<file path="config.mk">
export PLATFORM = sky130hd
export DESIGN_NAME = stopwatch_lap_flat
export DESIGN_NICKNAME = d
export VERILOG_FILES = /design/src/rtl/stopwatch_lap_pkg.sv /design/src/rtl/stopwatch_lap_if.sv /design/src/rtl/stopwatch_lap_bcd_upcounter_60.sv /design/src/rtl/stopwatch_lap.sv /design/src/flat_wrapper.sv
export SDC_FILE = /design/constraint.sdc
export NUM_CORES = 1
export LEC_CHECK = 0
export ABC_AREA = 0
export CAP_MARGIN = 20
export CELL_PAD_IN_SITES_DETAIL_PLACEMENT = 1
export CELL_PAD_IN_SITES_GLOBAL_PLACEMENT = 1
export CORE_MARGIN = 1.5
export CORE_UTILIZATION = 40
export DETAILED_ROUTE_END_ITERATION = 10
export GPL_ROUTABILITY_DRIVEN = 0
export PLACE_DENSITY = 0.73
export REMOVE_ABC_BUFFERS = 1
export SLEW_MARGIN = 20
export SYNTH_ARGS = -nofsm -noshare
export SYNTH_HDL_FRONTEND = slang
export SYNTH_HIERARCHICAL = 1
export SYNTH_SLANG_ARGS = --single-unit
</file>
<file path="constraint.sdc">
create_clock -name clk -period 3.1 [get_ports clk]
set_clock_uncertainty 0.15 [all_clocks]
set_input_delay 0.62 -clock clk [delete_from_list [all_inputs] [get_ports clk]]
set_output_delay 0.62 -clock clk [all_outputs]
set_load 0.05 [all_outputs]
</file>
<file path="src/rtl/stopwatch_lap_pkg.sv">
// Shared definitions for the mm:ss lap stopwatch: FSM encoding, button map,
// BCD digit type and the two time constants the datapath compares against.
package stopwatch_lap_pkg;

    typedef enum logic [1:0] {
        ST_IDLE  = 2'd0,
        ST_RUN   = 2'd1,
        ST_PAUSE = 2'd2
    } state_e;

    localparam int BTN_START = 0;
    localparam int BTN_LAP   = 1;
    localparam int BTN_CLEAR = 2;

    typedef logic [3:0] bcd_digit_t;

    localparam logic [15:0] TIME_ZERO = 16'h0000;
    localparam logic [15:0] TIME_MAX  = 16'h5959;

endpackage

</file>
<file path="src/rtl/stopwatch_lap_if.sv">
// Button-in / display-out bundle between the button block, the stopwatch
// and the FND display mux.
interface stopwatch_lap_if;

    logic [3:0]  btn_pedge;
    logic [15:0] value;
    logic        running;
    logic        lap_active;
    logic        overflow;

    modport master (
        output btn_pedge,
        input  value,
        input  running,
        input  lap_active,
        input  overflow
    );

    modport slave (
        input  btn_pedge,
        output value,
        output running,
        output lap_active,
        output overflow
    );

endinterface

</file>
<file path="src/rtl/stopwatch_lap_bcd_upcounter_60.sv">
// Two-digit BCD 00..59 counter. With sat set it sticks at 59 instead of
// wrapping, and carry is only raised on a genuine 59 -> 00 rollover.
module bcd_upcounter_60
    import stopwatch_lap_pkg::*;
(
    input  logic       clk,
    input  logic       reset_p,
    input  logic       clr,
    input  logic       inc,
    input  logic       sat,
    output bcd_digit_t ones,
    output bcd_digit_t tens,
    output logic       carry
);

    bcd_digit_t ones_q, ones_d;
    bcd_digit_t tens_q, tens_d;
    logic       at_max;

    assign at_max = (ones_q == 4'd9) && (tens_q == 4'd5);
    assign carry  = inc && at_max && !sat && !clr;

    always_comb begin
        ones_d = ones_q;
        tens_d = tens_q;
        if (clr) begin
            ones_d = 4'd0;
            tens_d = 4'd0;
        end else if (inc && !(at_max && sat)) begin
            if (ones_q == 4'd9) begin
                ones_d = 4'd0;
                tens_d = (tens_q == 4'd5) ? 4'd0 : tens_q + 4'd1;
            end else begin
                ones_d = ones_q + 4'd1;
            end
        end
    end

    always_ff @(posedge clk) begin
        if (reset_p) begin
            ones_q <= 4'd0;
            tens_q <= 4'd0;
        end else begin
            ones_q <= ones_d;
            tens_q <= tens_d;
        end
    end

    assign ones = ones_q;
    assign tens = tens_q;

endmodule

</file>
<file path="src/rtl/stopwatch_lap.sv">
// Up-counting mm:ss stopwatch with start/pause, lap hold and clear. The 1 s
// prescaler only advances in RUN, so pausing keeps the sub-second fraction.
module stopwatch_lap
    import stopwatch_lap_pkg::*;
#(
    parameter int TICK_DIV = 100_000_000
) (
    input  logic           clk,
    input  logic           reset_p,
    stopwatch_lap_if.slave bus
);

    localparam int PW = (TICK_DIV > 1) ? $clog2(TICK_DIV) : 1;
    localparam logic [PW-1:0] PRE_LAST = PW'(TICK_DIV - 1);

    state_e         state_q, state_d;
    logic [PW-1:0]  prescaler_q, prescaler_d;
    logic [15:0]    lap_q, lap_d;
    logic           lap_active_q, lap_active_d;
    logic           overflow_q, overflow_d;

    logic           btn_start, btn_lap, btn_clear;
    logic           unused_btn;
    logic           tick, ovf_tick, lap_press;
    logic [15:0]    count;

    bcd_digit_t     sec_ones, sec_tens, min_ones, min_tens;
    logic           sec_carry, unused_min_carry, min_at_max;

    assign btn_start  = bus.btn_pedge[BTN_START];
    assign btn_lap    = bus.btn_pedge[BTN_LAP];
    assign btn_clear  = bus.btn_pedge[BTN_CLEAR];
    assign unused_btn = bus.btn_pedge[3];

    assign count      = {min_tens, min_ones, sec_tens, sec_ones};
    assign min_at_max = (min_tens == 4'd5) && (min_ones == 4'd9);

    // Tick is judged on the pre-press state, so a pausing start on the same
    // edge still lets this second's increment through.
    assign tick      = (state_q == ST_RUN) && (prescaler_q == PRE_LAST);
    assign ovf_tick  = tick && (count == TIME_MAX);
    assign lap_press = btn_lap && !btn_start && !btn_clear;

    bcd_upcounter_60 u_seconds (
        .clk     (clk),
        .reset_p (reset_p),
        .clr     (btn_clear),
        .inc     (tick),
        .sat     (min_at_max),
        .ones    (sec_ones),
        .tens    (sec_tens),
        .carry   (sec_carry)
    );

    bcd_upcounter_60 u_minutes (
        .clk     (clk),
        .reset_p (reset_p),
        .clr     (btn_clear),
        .inc     (sec_carry),
        .sat     (1'b1),
        .ones    (min_ones),
        .tens    (min_tens),
        .carry   (unused_min_carry)
    );

    always_comb begin
        state_d = state_q;
        if (btn_clear) begin
            state_d = ST_IDLE;
        end else if (btn_start) begin
            case (state_q)
                ST_IDLE:  state_d = ST_RUN;
                ST_RUN:   state_d = ST_PAUSE;
                ST_PAUSE: state_d = overflow_q ? ST_PAUSE : ST_RUN;
                default:  state_d = ST_IDLE;
            endcase
        end else if (ovf_tick) begin
            state_d = ST_PAUSE;
        end
    end

    always_comb begin
        prescaler_d = prescaler_q;
        if (btn_clear || state_q == ST_IDLE) begin
            prescaler_d = '0;
        end else if (state_q == ST_RUN) begin
            prescaler_d = tick ? '0 : prescaler_q + PW'(1);
        end
    end

    always_comb begin
        lap_d        = lap_q;
        lap_active_d = lap_active_q;
        overflow_d   = overflow_q;
        if (btn_clear) begin
            lap_d        = TIME_ZERO;
            lap_active_d = 1'b0;
            overflow_d   = 1'b0;
        end else begin
            if (ovf_tick) begin
                overflow_d = 1'b1;
            end
            // Capture takes the registered count, not the value this edge's tick produces.
            if (lap_press) begin
                if (lap_active_q) begin
                    lap_active_d = 1'b0;
                end else if (state_q == ST_RUN) begin
                    lap_d        = count;
                    lap_active_d = 1'b1;
                end
            end
        end
    end

    always_ff @(posedge clk) begin
        if (reset_p) begin
            state_q      <= ST_IDLE;
            prescaler_q  <= '0;
            lap_q        <= TIME_ZERO;
            lap_active_q <= 1'b0;
            overflow_q   <= 1'b0;
        end else begin
            state_q      <= state_d;
            prescaler_q  <= prescaler_d;
            lap_q        <= lap_d;
            lap_active_q <= lap_active_d;
            overflow_q   <= overflow_d;
        end
    end

    assign bus.value      = lap_active_q ? lap_q : count;
    assign bus.running    = (state_q == ST_RUN);
    assign bus.lap_active = lap_active_q;
    assign bus.overflow   = overflow_q;

endmodule
</file>
<file path="src/flat_wrapper.sv">
// flat-port wrapper written by rule: the top's interface ports become plain ports
module stopwatch_lap_flat import stopwatch_lap_pkg::*;
#(
    parameter int TICK_DIV = 100_000_000
)
  (clk, reset_p, bus_btn_pedge, bus_value, bus_running, bus_lap_active, bus_overflow);
  stopwatch_lap_if bus_i ();
  input  logic clk;
  input  logic reset_p;
  input wire logic [$bits(bus_i.btn_pedge)-1:0] bus_btn_pedge;
  output wire logic [$bits(bus_i.value)-1:0] bus_value;
  output wire logic [$bits(bus_i.running)-1:0] bus_running;
  output wire logic [$bits(bus_i.lap_active)-1:0] bus_lap_active;
  output wire logic [$bits(bus_i.overflow)-1:0] bus_overflow;
  assign bus_i.btn_pedge = bus_btn_pedge;
  assign bus_value = bus_i.value;
  assign bus_running = bus_i.running;
  assign bus_lap_active = bus_i.lap_active;
  assign bus_overflow = bus_i.overflow;
  stopwatch_lap #(.TICK_DIV(TICK_DIV)) u_core (.clk(clk), .reset_p(reset_p), .bus(bus_i));
endmodule
</file>
==> run_results.csv, run 1 <==
group,metric,value,unit
finish,nets,425,
power,p_total,0.00157,W
critical_path,crit_type,"reg2reg",
detailed_routing,drt-vias-per-instance,5.74,
critical_path,r2r_slack,0.21,ns
clocking,cts_root_buf,"clkbuf_8",
sta,max_freq,346,MHz
floorplan,core,7850,um2
grt,antenna_found_initial,0,
min_path,hold_class,"reg2reg",
critical_path,worst_setup_path_end_kind,"register",
critical_path,r2r_cells,9,
sta,hold_viol,0,
clocking,tritoncts,"done",
finish,n_antenna_cell,0,
sta,rsz0062_at_grt,"no",
clocking,numCtsBuffers,9,
clocking,cts.repair.resized,0,
critical_path,r2r_end,"u_core/u_minutes/tens[3]",
floorplan,die-area,8770,um2
detailed_routing,drc,0,
logic_synthesis,syn-cell-area,3290,um2
finish,area_delta_synth_final,18.0,%
sta,tightest_slew,0.968,ns
detailed_routing,totalWireLength,8600,um
clocking,clock_latency,0.34,ns
floorplan,rows,32,
grt,grt_pass1_vias,2978,
grt,grt_pass1_wl,14800,um
floorplan,ios,25,
sta,slew_headroom,35.5,%
clocking,post_cts_buffers,0,
grt,grt-ovfl-total,0,
critical_path,crit_fanout,6,
sta,setup_viol,0,
placement,post-dp-hpwl,6010,um
critical_path,start_kind,"register",
finish,final_cell_mix,"dfxtp_1 (62), nand2_1 (54), a21oi_1 (32)",
clocking,clock-sinks,63,
sta,min_period,2.89,ns
clocking,clk_path_buf_depth,2,
floorplan,die_w,93.7,um
detailed_routing,dr.pass1.iters,4,
logic_synthesis,syn-instance-count,388,
grt,track_usage,21.1,%
finish,final_common_cell,"dfxtp_1",
grt,grt_max_degree,24,
job,drv_cap,0,
sta,setup_slack,0.211,ns
clocking,clk_pin_slew,0.07,ns
detailed_routing,route.vias.total,3014,
power,p_leak,1.21,nW
detailed_routing,ant_nets,0,
placement,portBuffers,23,
power,vdd_drop_max,234,uV
placement,pre_cts_ws,0.0822,ns
finish,drive_above_1_share,17.0,%
critical_path,arrival,3.00,ns
min_path,hold_end,"u_core/lap_q[3]",
sta,maxSlewViolCount,0,
min_path,min_path_cells,2,
detailed_routing,wl_per_cell,16.4,um
logic_synthesis,syn_area_per_cell,8.47,um2
power,p_per_area,406,nW/um2
floorplan,start_util,41.9,%
clocking,htree_num_levels,3,
min_path,hold_start,"u_core/lap_q[3]",
placement,dpl.cell_count,509,
finish,layout.cells.non_filler,525,
run_status,status,"completed",
clocking,ctsHoldBuffers,0,
critical_path,r2r_start,"u_core/prescaler_q[5]",
critical_path,crit_required,3.22,ns
detailed_routing,drtIter0Drc,114,
sta,min_period_over_period,93.2,%
logic_synthesis,yosys_warnings,6,
floorplan,die-height,93.7,um
==> layout make-up <==
cell class              instances  area [um2]
fillers                       965        3970
multi-input cells             299        1910
well taps                     102         128
repair buffers                 39         363
clock buffers                  10         138
flip-flops and latches         63        1260
clock inverters                 6        60.1
inverters                       6        22.5
==> per-layer routing <==
layer,GRT usage (%),vias up,wire [um]
met5,0,-,0
met4,4.48,0,47
met3,4.05,5,275
met2,33.0,35,3960
met1,30.2,1491,4320
li1,-,1483,-
==> per-stage QoR <==
step	hold WS, ns	util (%)	setup TNS, ns	cell area, um2
final	0.303	49.4	0	3880
after global placement	0.288	46.8	0	3670
after floorplan	0.283	-	-0.316	3180
after detailed placement	0.297	46.8	0	3670
after global routing	0.336	49.4	0	3880
after CTS	0.306	49.3	0	3870
==> power breakdown <==
part	switching (W)	total (W)	internal [W]
combinational	0.0000308	0.0000464	0.0000156
clock	0.000328	0.000717	0.000389
sequential	0.000000897	0.000811	0.000810
total	0.000360	0.00157	0.00121
==> sequential cells by signal, indices dropped and copies added, names as in the netlist <==
signal	cells
u_core/prescaler_q	27
u_core/lap_q	16
u_core/u_minutes/ones	4
u_core/u_minutes/tens	4
u_core/u_seconds/ones	4
u_core/u_seconds/tens	4
u_core/state_q	2
u_core/bus.lap_active	1
u_core/bus.overflow	1
==> critical path, stage by stage (launching register included) <==
cell,delay [ns]
dfxtp_1,0.41
nand4_2,0.14
or4_4,0.49
nor3_2,0.18
nand3_1,0.18
nor2_1,0.19
and3_2,0.27
nand3_1,0.16
or4_1,0.50
a21oi_1,0.14
==> worst max path at each step <==
stage | start | cells past startpoint | slack [ns] | end
floorplan | u_core/prescaler_q[0] | 10 | -0.14 | u_core/u_minutes/tens[3]
global placement | u_core/prescaler_q[5] | 9 | 0.17 | u_core/u_minutes/tens[3]
detailed placement | u_core/prescaler_q[1] | 10 | 0.08 | u_core/u_minutes/tens[3]
CTS | u_core/prescaler_q[1] | 10 | 0.06 | u_core/u_minutes/tens[3]
global route | u_core/prescaler_q[5] | 9 | 0.01 | u_core/u_minutes/tens[3]
finish | u_core/prescaler_q[5] | 9 | 0.21 | u_core/u_minutes/tens[3]
Note: power is estimated with default switching activity, not from simulation.
==> inputs of run 2 (changes only) <==
PLACE_DENSITY = 0.7   (was 0.73)
clock period = 2.94 ns   (was 3.1 ns; I/O delays follow)
==> run 2 against run 1 <==
Count of clock-buffer cells in the layout rose by 2. Total power rose by 1.2%. Die area did not move. Hold slack barely moved. Via count rose by 0.43%. First-iteration DRC count rose by 30%. Critical endpoint is now bus_running. Largest power group unchanged. Highest routed layer unchanged.
==> run_results.csv, run 2 (synthesis gave the netlist of run 1 again) <==
group,metric,value,unit
critical_path,worstPathCellList,"buf_4 > nand2b_1 > inv_1 > clkdlybuf4s50_1",
critical_path,crit_slowest_cell,"clkdlybuf4s50_1",
clocking,tritoncts,"done",
sta,hold_ws,0.303,ns
power,p_per_area,415,nW/um2
clocking,clock-sinks,63,
placement,post-dp-hpwl,6170,um
power,p_total,0.00159,W
min_path,hold_start,"u_core/lap_q[10]",
clocking,numCtsBuffers,9,
sta,tightest_slew,0.970,ns
grt,grt_max_degree,24,
critical_path,start_kind,"register",
finish,largest-register,"u_core/prescaler_q",
clocking,htree_num_levels,3,
power,vdd_drop_max,265,uV
critical_path,cp_num_buf_inv,3,
finish,multiInputGateArea,1900,um2
sta,min_period,2.80,ns
sta,setup_viol,0,
critical_path,arrival,2.07,ns
job,drv_cap,0,
finish,final_common_cell,"dfxtp_1",
floorplan,ios,25,
detailed_routing,ant_nets,0,
finish,final_cell_mix,"dfxtp_1 (62), nand2_1 (54), buf_4 (39)",
placement,pre_cts_ws,0.0715,ns
grt,grt-ovfl-total,0,
clocking,clock_latency,0.34,ns
detailed_routing,dr.pass1.iters,4,
clocking,cts_root_buf,"clkbuf_8",
detailed_routing,route.vias.total,3027,
finish,regArea,1260,um2
detailed_routing,wl_per_cell,16.6,um
sta,setup_slack,0.137,ns
detailed_routing,drc,0,
grt,grt_pass1_wl,14700,um
finish,n_antenna_cell,0,
floorplan,rows,32,
sta,slew_headroom,35.3,%
critical_path,r2r_start,"u_core/prescaler_q[6]",
detailed_routing,drtIter0Drc,148,
finish,area_delta_synth_final,16.8,%
sta,min_period_over_period,95.4,%
power,p_leak,1.27,nW
grt,grt_pass1_vias,3032,
critical_path,startpoint,"u_core/state_q[1]",
sta,max_freq,357,MHz
run_status,status,"completed",
critical_path,crit_required,2.20,ns
floorplan,die-area,8770,um2
clocking,clk_path_buf_depth,2,
critical_path,crit_type,"reg2out",
sta,hold_viol,0,
floorplan,start_util,41.9,%
grt,track_usage,21.7,%
sta,rsz0062_at_grt,"no",
critical_path,crit_fanout,10,
finish,reg_top3,"u_core/prescaler_q: 27 flops, u_core/lap_q: 16 flops",
detailed_routing,drt-vias-per-instance,5.73,
floorplan,core,7850,um2
placement,portBuffers,23,
finish,nets,431,
critical_path,max_stage_delay,0.83,ns
critical_path,crit_family,"buffers and inverters",
finish,drive_above_1_share,21.4,%
floorplan,die_w,93.7,um
grt,antenna_found_initial,0,
finish,largest_reg_flops,27,
detailed_routing,totalWireLength,8770,um
clocking,post_cts_buffers,0,
critical_path,worst_setup_path_end_kind,"output port",
finish,nFillCells,959,
clocking,clk_pin_slew,0.07,ns
sta,maxSlewViolCount,0,
min_path,hold_class,"reg2reg",
floorplan,die-height,93.7,um
## run 2: power breakdown
group          total [W]  switching (W)  internal [W]
clock network   0.000688       0.000329      0.000360
registers       0.000856     0.00000148      0.000854
logic          0.0000486      0.0000316     0.0000171
## run 2: repair_timing
action / CTS / global route
hold buffers: 0 / 0
resized for setup: 0 / 4
endpoints found under the setup margin: 0 / 4
## run 2: worst paths after layout
kind / to / slack [ns] / depth (start not counted)
min: u_core/lap_q[10] / 0.30 / 2
max: bus_running / 0.14 / 4
min reg2reg: u_core/lap_q[10] / 0.30 / 2
max reg2reg: u_core/u_minutes/tens[3] / 0.24 / 9
## run 2: worst reg2reg max path: stages, from the launching register on
cell     delay, ns
dfxtp_1       0.37
nand4_2       0.12
or4_4         0.48
nor3_2        0.18
nand3_1       0.13
nor2_1        0.13
and3_2        0.24
nand3_1       0.16
or4_1         0.52
a21oi_1       0.15
## run 2: cell type report
cell class / count / share of cell area [%]
clock buffers: 12 / 4.30
flip-flops and latches: 63 / 32.9
inverters: 6 / 0.587
multi-input cells: 299 / 49.6
clock inverters: 1 / 0.130
well taps: 102 / 3.32
repair buffers: 45 / 9.19
## run 2: routing by layer
metal	track usage, %	routed length, um
met1	29.9	4540
met2	33.8	3940
met3	4.53	217
met4	7.09	67
met5	0	0
## run 2: metrics by stage
step                      util, %  setup TNS (ns)  area [um2]  std cells
after global placement       46.7               0        3660        515
after detailed placement     46.7               0        3660        515
after floorplan                 -           -1.08        3180        368
after CTS                    48.8               0        3830        528
after global routing         48.9               0        3840        528
final                        48.9               0        3840        528
